`src/rtl/decoder_hold_2to4_if.sv`:
```
// Handshake and output bundle for decoder_hold_2to4.
// master: the code producer and the observer of the decoded outputs.
// slave: the decoder itself.
interface decoder_hold_2to4_if;
    logic       en;
    logic       in_valid;
    logic [1:0] in_code;
    logic       in_ready;
    logic [3:0] y;
    logic       y_valid;
    logic       busy;
    logic       done;

    modport master (
        output en, in_valid, in_code,
        input  in_ready, y, y_valid, busy, done
    );

    modport slave (
        input  en, in_valid, in_code,
        output in_ready, y, y_valid, busy, done
    );
endinterface

```
`src/rtl/decoder_hold_2to4.sv`:
```
// Sequential 2-to-4 one-hot decoder with hold time and a one-entry pending buffer.
// A word is accepted over a valid/ready handshake. Its one-hot value is then held on y.
// A second word can wait in the pending slot, so consecutive words play out with no gap.
// Optional feature macro: DEC_STRETCH_EN.
//   Defined: each word is held for HOLD cycles.
//   Undefined: the counter is removed and each word lasts one cycle.
module decoder_hold_2to4 #(
    parameter int HOLD = 4
) (
    input  logic                   clk,
    input  logic                   rst,
    decoder_hold_2to4_if.slave     bus
);

    if (HOLD < 1 || HOLD > 255) begin : g_bad_hold
        $error("decoder_hold_2to4: HOLD must be in 1..255");
    end

    typedef enum logic {
        S_IDLE = 1'b0,
        S_HOLD = 1'b1
    } state_t;

    state_t     state, state_n;
    logic [3:0] y_q, y_n;
    logic       yv_q, yv_n;
    logic       done_q, done_n;
    logic       pend_valid, pv_n;
    logic [1:0] pend_code, pc_n;
    logic       xfer;
    logic       cnt_zero;

    function automatic logic [3:0] decode(input logic [1:0] c);
        return 4'b0001 << c;
    endfunction

`ifdef DEC_STRETCH_EN
    localparam int CW = (HOLD > 1) ? $clog2(HOLD) : 1;
    localparam logic [CW-1:0] RELOAD = CW'(HOLD - 1);

    logic [CW-1:0] cnt, cnt_n;

    assign cnt_zero = (cnt == '0);

    // Hold counter register, cleared by reset
    always_ff @(posedge clk or posedge rst) begin
        if (rst) cnt <= '0;
        else     cnt <= cnt_n;
    end
`else
    assign cnt_zero = 1'b1;
`endif

    assign xfer         = bus.in_valid && bus.in_ready;
    assign bus.in_ready = bus.en && !pend_valid;
    assign bus.y        = y_q;
    assign bus.y_valid  = yv_q;
    assign bus.done     = done_q;
    assign bus.busy     = (state == S_HOLD) || pend_valid;

    // State, output and pending-slot registers; reset forces the idle, empty condition
    always_ff @(posedge clk or posedge rst) begin
        if (rst) begin
            state      <= S_IDLE;
            y_q        <= 4'b0000;
            yv_q       <= 1'b0;
            done_q     <= 1'b0;
            pend_valid <= 1'b0;
            pend_code  <= 2'b00;
        end else begin
            state      <= state_n;
            y_q        <= y_n;
            yv_q       <= yv_n;
            done_q     <= done_n;
            pend_valid <= pv_n;
            pend_code  <= pc_n;
        end
    end

    // Next-state logic. At the end of a word: pending first, then bypass, otherwise idle
    always_comb begin
        state_n = state;
        y_n     = y_q;
        yv_n    = yv_q;
        done_n  = 1'b0;
        pv_n    = pend_valid;
        pc_n    = pend_code;
`ifdef DEC_STRETCH_EN
        cnt_n   = cnt;
`endif
        if (!bus.en) begin
            state_n = S_IDLE;
            y_n     = 4'b0000;
            yv_n    = 1'b0;
            pv_n    = 1'b0;
`ifdef DEC_STRETCH_EN
            cnt_n   = '0;
`endif
        end else begin
            case (state)
                S_IDLE: begin
                    if (xfer) begin
                        y_n     = decode(bus.in_code);
                        yv_n    = 1'b1;
                        state_n = S_HOLD;
`ifdef DEC_STRETCH_EN
                        cnt_n   = RELOAD;
`endif
                    end
                end
                S_HOLD: begin
                    if (!cnt_zero) begin
`ifdef DEC_STRETCH_EN
                        cnt_n = cnt - 1'b1;
`endif
                        if (xfer) begin
                            pv_n = 1'b1;
                            pc_n = bus.in_code;
                        end
                    end else begin
                        done_n = 1'b1;
                        if (pend_valid) begin
                            y_n  = decode(pend_code);
                            pv_n = 1'b0;
`ifdef DEC_STRETCH_EN
                            cnt_n = RELOAD;
`endif
                        end else if (xfer) begin
                            y_n = decode(bus.in_code);
`ifdef DEC_STRETCH_EN
                            cnt_n = RELOAD;
`endif
                        end else begin
                            y_n     = 4'b0000;
                            yv_n    = 1'b0;
                            state_n = S_IDLE;
                        end
                    end
                end
                default: begin
                    state_n = S_IDLE;
                    y_n     = 4'b0000;
                    yv_n    = 1'b0;
                end
            endcase
        end
    end

endmodule

```
`src/flat_wrapper.sv`:
```
// flat-port wrapper written by rule: the top's interface ports become plain ports
module decoder_hold_2to4_flat 
#(
    parameter int HOLD = 4
)
  (clk, rst, bus_en, bus_in_valid, bus_in_code, bus_in_ready, bus_y, bus_y_valid, bus_busy, bus_done);
  decoder_hold_2to4_if bus_i ();
  input  logic clk;
  input  logic rst;
  input wire logic [$bits(bus_i.en)-1:0] bus_en;
  input wire logic [$bits(bus_i.in_valid)-1:0] bus_in_valid;
  input wire logic [$bits(bus_i.in_code)-1:0] bus_in_code;
  output wire logic [$bits(bus_i.in_ready)-1:0] bus_in_ready;
  output wire logic [$bits(bus_i.y)-1:0] bus_y;
  output wire logic [$bits(bus_i.y_valid)-1:0] bus_y_valid;
  output wire logic [$bits(bus_i.busy)-1:0] bus_busy;
  output wire logic [$bits(bus_i.done)-1:0] bus_done;
  assign bus_i.en = bus_en;
  assign bus_i.in_valid = bus_in_valid;
  assign bus_i.in_code = bus_in_code;
  assign bus_in_ready = bus_i.in_ready;
  assign bus_y = bus_i.y;
  assign bus_y_valid = bus_i.y_valid;
  assign bus_busy = bus_i.busy;
  assign bus_done = bus_i.done;
  decoder_hold_2to4 #(.HOLD(HOLD)) u_core (.clk(clk), .rst(rst), .bus(bus_i));
endmodule
```
`config.mk`:
```
export PLATFORM = sky130hd
export DESIGN_NAME = decoder_hold_2to4_flat
export DESIGN_NICKNAME = d
export VERILOG_FILES = /design/src/rtl/decoder_hold_2to4_if.sv /design/src/rtl/decoder_hold_2to4.sv /design/src/flat_wrapper.sv
export SDC_FILE = /design/constraint.sdc
export NUM_CORES = 1
export LEC_CHECK = 0
export ABC_AREA = 1
export CAP_MARGIN = 0
export CORE_AREA = 2 2 39 41
export DETAILED_ROUTE_END_ITERATION = 8
export DIE_AREA = 0 0 41 43
export GPL_ROUTABILITY_DRIVEN = 0
export MAX_ROUTING_LAYER = met4
export PLACE_DENSITY_LB_ADDON = 0.08
export SLEW_MARGIN = 15
export SYNTH_ARGS = -nofsm -noshare
export SYNTH_HDL_FRONTEND = slang
export SYNTH_SLANG_ARGS = --single-unit
```
`constraint.sdc`:
```
create_clock -name clk -period 0.8 [get_ports clk]
set_input_delay 0.08 -clock clk [delete_from_list [all_inputs] [get_ports clk]]
set_output_delay 0.08 -clock clk [all_outputs]
set_load 0.02 [all_outputs]
```
# After elaboration in Yosys (flattened, before gate mapping)
# Cells that the tools add are included.
classes:
  bitwise: 1
  eq_ne: 4
  mux: 18
  shifts: 1
  reduce_logical: 5
ops:
  columns: ["op", "n"]
  rows:
  - ["$mux W4", 4]
  - ["$mux W1", 11]
  - ["$pmux W4 S2", 1]
  - ["$ne A3 B3 Y1 const B", 2]
  - ["$pmux W1 S2", 2]
  - ["$shl A1 B2 Y4 const A", 1]
  - ["$ne A3 B2 Y1 const B", 1]
  - ["$reduce_and A3 Y1", 1]
  - ["$logic_and A1 B1 Y1", 2]
  - ["$ne A2 B1 Y1 const B", 1]
  - ["$logic_not A1 Y1", 1]
  - ["$logic_or A1 B1 Y1", 1]
  - ["$not A1 Y1", 1]
word_totals:
  out_inout_bits: 8
  wordCells: 34
  regBits: 8
  inputBits: 6

# Depth between registers and ports, before layout
# Gate-level depths: netlist (run 1).
logic_depth:
  depth_word: 7
  mapped_depth: 4
  ltp_nobuf: 4

# Worst setup path after synthesis (run 1)
# Ideal clock, no wire load.
synth_path:
  path_kind: "register -> register"
  startpoint: "reg u_core.state"
  endpoint: "reg u_core.yv_q, in the netlist u_core.bus.y_valid"
  n_path_buf: 0
  path_stages_with_launch: 4
  t_arrival_ns: 0.730
  period_less_slack_ns: 0.850
  setup_slack_ns: -0.050
  required_ns: 0.680
  setup_time_ns: 0.120
  path_cell_list: "dfrtp_1 > inv_1 > a21oi_1 > nor2_1"
synth_via:
  elab_chain_len: 3
  elab_cells_between_ends: 7
  classes_between: "eq/ne (3); mux (2); bitwise (1); reduce/logical (1)"
synth_rtl:
  columns: ["element", "line", "source"]
  rows:
  - ["start: declaration", "decoder_hold_2to4.sv:24", "state_t state, state_n;"]
  - ["start signal: assignment", "decoder_hold_2to4.sv:71", "state <= state_n;"]
  - ["$not A1 Y1", null, null]
  - ["$ne A3 B2 Y1 (no source line) / $pmux W1 S2 (equally long branches)", null, null]
  - ["$reduce_and A3 Y1 (no source line) / $mux W1 (equally long branches)", null, null]
  - ["end signal: assignment", "decoder_hold_2to4.sv:73", "yv_q <= yv_n;"]
  - ["end: declaration", "decoder_hold_2to4.sv:26", "logic yv_q, yv_n;"]
# Several ways; a longest one is shown, not always the timed one.
# A chain may end at the register's enable or synchronous reset.

# Final worst setup path (run 1)
layout_path:
  startpoint: "reg u_core.state"
  endpoint: "out bus_busy"
layout_via:
  elab_chain_len: 1
layout_rtl:
  columns: ["element", "line", "source"]
  rows:
  - ["$logic_or A1 B1 Y1", "decoder_hold_2to4.sv:59", "assign bus.busy = (state == S_HOLD) || pend_valid;"]
  - ["end: declaration", "flat_wrapper.sv:16", "output wire logic [$bits(bus_i.busy)-1:0] bus_busy;"]
# No other way between the ends.

==> flow_summary.yaml, run 1 <==
yosys:
  synth_mux_area_frac: 0
  ys_seq_area_frac: 0.598
  yosys_register_bits: 7
  synth-simple-area-share: 0.252
  avgSynthCellArea_sq_um: 9.15
  yosys_warnings: 0
  syn_inst: 32
  synth_fa_ha_area_frac: 0
  synth_compound_area_frac: 0.0342
  syn_area_sq_um: 293
  synth_nets: 38
  synth_top_family_by_area: "simple AND/OR/NAND/NOR gates"
  yosysUniqueCellTypes: 11
  synthXorXnorAreaFrac: 0
timing:
  fmax_mhz: 1140
  skew_ps: 2.54
  grt_setup_unrepaired: "true"
  worst_slew_pin_slew_ps: 273
  final-setup-viol-count: 12
  post-route-period-util: 1.10
  setup-tns-final_ps: -539
  fin_crit_ps: 878
  final_hold_viol_count: 0
  drv_slew: 0
  fin_ws_ps: -77.7
  slew_headroom: 0.818
worst_setup_path:
  worst-setup-path-type: "flip-flop to primary output"
  rr_worst_depth: 4
  cp_cell_sequence: "buf_6"
  cp-start-kind: "flip-flop"
  critPathSlowestCell: "dfrtp_2"
  cp.depth: 1
  crit_fanout: 2
  crit_family: "flip-flops"
  reg2reg_setup_slack_ps: -50
  r2r-start: "u_core.state$_DFF_PP0_"
  crit_path_max_incr_delay_ps: 410
  critPathArrivalTime_ps: 800
  critPathCapture: "bus_busy"
  rr_endpoint: "u_core.bus.y[2]$_DFFE_PP0P_"
  cp_data_required_time_ps: 720
  cp-startpoint: "u_core.state$_DFF_PP0_"
  end_kind: "primary output"
  path_buf_inv: 1
cells_and_area:
  mostFrequentLayoutCells: "9 x buf_6, 7 x buf_4, 6 x dfrtp_1"
  fill_cells: 133
  antennaDiodeCount: 0
  fin_nets: 63
  fin_area_sq_um: 549
  area_growth_pct: 87.6
  final_common_cell: "buf_6"
  drive_gt1_frac: 0.446
worst_hold_path:
  hold_path_class: "input pin to async pin"
routing:
  ant_nets: 0
  vias_per_cell: 4.22
  first_iter_violations: 4
  wl_per_cell_microns: 9.69
  via_count: 304
  firstDrtPassIters: 4
  wl_microns: 698
  drc_errors: 0
power:
  peakVddDrop_mv: 0.710
  p_leak_nw: 0.308
  power_density_mw_per_mm2: 1610
  finalPower_mw: 0.885
floorplan:
  die-area_sq_mm: 0.00176
  rows: 14
  initial_core_util: 0.212
  die_w_microns: 41
  die_h_microns: 43
  io_pins: 14
  core_area_sq_mm: 0.00138
cts:
  cts-root-buf: "clkbuf_4"
  cts.hold.buffers_added: 0
  clockBufferDepth: 2
  clk_pin_slew_ps: 50
  cts_tree: "yes"
  clock_latency_ps: 260
  clock_sinks: 7
  cts_buffers: 3
  h-tree-depth: 1
global_routing:
  track_usage: 0.0965
  grt_pass1_vias: 252
  grt_pass1_wl_mm: 1.00
  antenna_found_initial: 0
  grt_max_degree: 8
  grt_overflow: 0
placement:
  port_buffers: 13
  placed_cell_area_sq_um: 467
  dp_hpwl_microns: 501
status:
  status: "complete, but fails checks"
  violations: "setup timing"
job:
  cap_violations: 0
==> state kept, by name (all words and copies together) (netlist names) <==
name / flops
u_core.state: 1
u_core.bus.y_valid: 1
u_core.bus.done: 1
u_core.bus.y: 4
==> where the power goes <==
part           switching [mW]  internal [mW]  total, mW
sequential             0.0101          0.370      0.380
combinational          0.0803         0.0917      0.172
clock                   0.142          0.191      0.333
total                   0.232          0.653      0.885
==> through the flow <==
step | utilization | worst slack (ps) | hold WS, ps | std cells
after floorplan | - | 16.6 | -117 | 32
after global placement | 0.337 | -450 | 331 | 64
after detailed placement | 0.337 | -438 | 334 | 64
after CTS | 0.369 | -78.4 | 66.4 | 69
after global routing | 0.397 | -94.8 | 90.7 | 72
final | 0.397 | -77.7 | 52.7 | 72
==> cell families after synthesis <==
group | Yosys count
AND/OR/NAND/NOR | 15
flip-flops | 7
buffers and inverters | 8
AO/OA/AOI/OAI | 2
==> cell type report <==
class,count,area (sq um),area share
Sequential cell,7,176,0.321
Multi-Input combinational cell,17,91.3,0.166
Timing Repair Buffer,21,206,0.376
Inverter,7,28.8,0.0524
Clock buffer,4,26.3,0.0478
Tap cell,16,20.0,0.0364
==> synth_stat cells <==
library cell / count / area (sq um)
inv_1: 6 / 22.5
dfrtp_1: 7 / 175
nand4_1: 4 / 25.0
a21oi_1: 1 / 5.00
buf_4: 1 / 7.51
nand3_1: 4 / 20.0
nand2_2: 1 / 6.26
nand2_1: 5 / 18.8
nor2_1: 1 / 3.75
o21ai_0: 1 / 5.00
inv_2: 1 / 3.75
==> per-layer routing <==
metal	up-vias	share of wire	track usage
met1	135	0.41	0.0957
met2	13	0.45	0.125
met5	-	0	-
met3	5	0.093	0.0471
li1	151	-	-
met4	0	0.046	0.100
==> how the worst min path moves through the flow <==
stage	startpoint	end	slack [ps]	cells after the start
after floorplan	rst	u_core.bus.done$_DFF_PP0_	-120	1
after global placement	rst	u_core.bus.done$_DFF_PP0_	330	2
after detailed placement	rst	u_core.bus.done$_DFF_PP0_	330	2
after CTS	rst	u_core.bus.done$_DFF_PP0_	70	2
after global routing	rst	u_core.bus.y_valid$_DFFE_PP0P_	90	2
final	rst	u_core.bus.done$_DFF_PP0_	50	2
==> timing repair <==
| action | in CTS | in global routing |
|---|---|---|
| buffers inserted | 1 | 3 |
| setup endpoints to repair | 13 | 14 |
| gates resized for setup | 50 | 5 |
| pin swaps | 1 | 0 |
Power figures use the tool's default switching activity.
==> inputs of run 2 (changes only) <==
--- a/config.mk
+++ b/config.mk
@@ -6,10 +6,12 @@
 export NUM_CORES = 1
 export LEC_CHECK = 0
 export ABC_AREA = 1
+export ABC_CLOCK_PERIOD_IN_PS = 800
 export CAP_MARGIN = 0
 export CORE_AREA = 2 2 39 41
 export DETAILED_ROUTE_END_ITERATION = 8
 export DIE_AREA = 0 0 41 43
+export DONT_BUFFER_PORTS = 1
 export GPL_ROUTABILITY_DRIVEN = 0
 export MAX_ROUTING_LAYER = met4
 export PLACE_DENSITY_LB_ADDON = 0.08
==> run 2 against run 1 <==
The run still ends with setup timing left. Die area is the same. Fmax grew 0.89%. Combinational power shrank 26%. Count of clock-buffer cells in the layout is the same. Critical endpoint unchanged. Largest cell class is now sequential cells.
==> flow_summary.yaml, run 2 (synthesis results as in run 1) <==
global_routing:
  grt_pass1_wl_mm: 1.18
  grt_overflow: 0
  grt_pass1_vias: 314
  track_usage: 0.110
  antenna_found_initial: 0
  grt_max_degree: 8
cts:
  cts-root-buf: "clkbuf_4"
  cts_tree: "yes"
  cts_buffers: 3
  h-tree-depth: 1
  clock_sinks: 7
  clk_pin_slew_ps: 50
  clock_latency_ps: 250
  clockBufferDepth: 2
worst_setup_path:
  reg2reg_setup_slack_ps: -20
  cp-startpoint: "u_core.state$_DFF_PP0_"
  crit_family: "flip-flops"
  critPathArrivalTime_ps: 790
  rr_endpoint: "u_core.bus.y_valid$_DFFE_PP0P_"
  cp.depth: 1
  end_kind: "primary output"
  critPathCapture: "bus_busy"
  path_buf_inv: 1
  crit_fanout: 3
  cp-start-kind: "flip-flop"
  crit_path_max_incr_delay_ps: 410
  cp_cell_sequence: "buf_6"
  rr_worst_depth: 3
  cp_data_required_time_ps: 720
  worst-setup-path-type: "flip-flop to primary output"
  critPathSlowestCell: "dfrtp_2"
  r2r-start: "u_core.bus.y_valid$_DFFE_PP0P_"
cells_and_area:
  mostFrequentLayoutCells: "6 x inv_1, 6 x buf_6, 6 x dfrtp_1"
  fin_nets: 58
  final_cells: 67
  seq_area_sq_um: 176
  area_growth_pct: 67.5
  largest_reg_flops: 4
  antennaDiodeCount: 0
  multi_input_area_sq_um: 83.8
  drive_gt1_frac: 0.333
  post-route-util: 0.354
  fin_area_sq_um: 490
  fill_cells: 150
timing:
  grt_setup_unrepaired: "true"
  setup-tns-final_ps: -339
  fin_ws_ps: -69.9
  fin_crit_ps: 870
  fmax_mhz: 1150
  slew_headroom: 0.809
  worst_slew_pin_slew_ps: 286
  final-setup-viol-count: 8
  drv_slew: 0
  final_hold_viol_count: 0
  skew_ps: 1.39
  timing.hold.ws_ps: 10.6
  post-route-period-util: 1.09
routing:
  drc_errors: 0
  vias_per_cell: 4.21
  first_iter_violations: 4
  via_count: 282
  wl_per_cell_microns: 10.5
  wl_microns: 701
  ant_nets: 0
  firstDrtPassIters: 4
floorplan:
  io_pins: 14
  die_w_microns: 41
  initial_core_util: 0.212
  die_h_microns: 43
  rows: 14
  core_area_sq_mm: 0.00138
  die-area_sq_mm: 0.00176
status:
  status: "complete, but fails checks"
  violations: "setup timing"
power:
  power_density_mw_per_mm2: 1690
  p_leak_nw: 0.282
  finalPower_mw: 0.830
  peakVddDrop_mv: 0.745
placement:
  pre_cts_ws_ps: 25.3
  port_buffers: 0
  placed_cell_area_sq_um: 352
  dp.cells: 53
worst_hold_path:
  hold_path_class: "input pin to flip-flop"
job:
  cap_violations: 0
-- run 2: layer usage --
layer / global-route usage / share of wire / wire (microns)
met3: 0.0314 / 0.073 / 51
met5: - / 0 / 0
met1: 0.124 / 0.41 / 288
met4: 0.100 / 0.014 / 10
met2: 0.147 / 0.50 / 350
-- run 2: what timing repair did --
action,CTS,global route
gates resized for setup,6,2
hold endpoints to repair,14,0
cloned,0,0
hold buffers,5,0
setup endpoints to repair,6,11
buffers inserted,4,1
-- run 2: where the power goes --
| part | leakage (nW) | internal, mW | switching [mW] |
|---|---|---|---|
| registers | 0.0926 | 0.370 | 0.0126 |
| clock network | 0.0150 | 0.190 | 0.130 |
| logic | 0.174 | 0.0646 | 0.0627 |
-- run 2: worst min path at each step --
stage,depth (start not counted),end,from,slack [ps]
after floorplan,1,u_core.bus.done$_DFF_PP0_,rst,-120
after global placement,1,u_core.bus.done$_DFF_PP0_,rst,-80
after detailed placement,1,u_core.bus.done$_DFF_PP0_,rst,-80
after CTS,3,u_core.bus.y[0]$_DFFE_PP0P_,bus_in_code[0],6
after global routing,3,u_core.bus.y[2]$_DFFE_PP0P_,bus_in_code[0],20
final,3,u_core.bus.y[0]$_DFFE_PP0P_,bus_in_code[0],10
-- run 2: worst register-to-register path, delay by kind of cell, from the launching register on --
| family | cells | cell delay [ps] |
|---|---|---|
| and+or+nand+nor | 1 | 60 |
| DFF | 1 | 380 |
| buffers and inverters | 1 | 140 |
| AOI/OAI and AO/OA | 1 | 130 |
-- run 2: final cells by class --
cell class | instances | share of cell area
multi-input cells | 17 | 0.171
inverters | 7 | 0.0536
well taps | 16 | 0.0408
flip-flops and latches | 7 | 0.360
repair buffers | 16 | 0.321
clock buffers | 4 | 0.0536
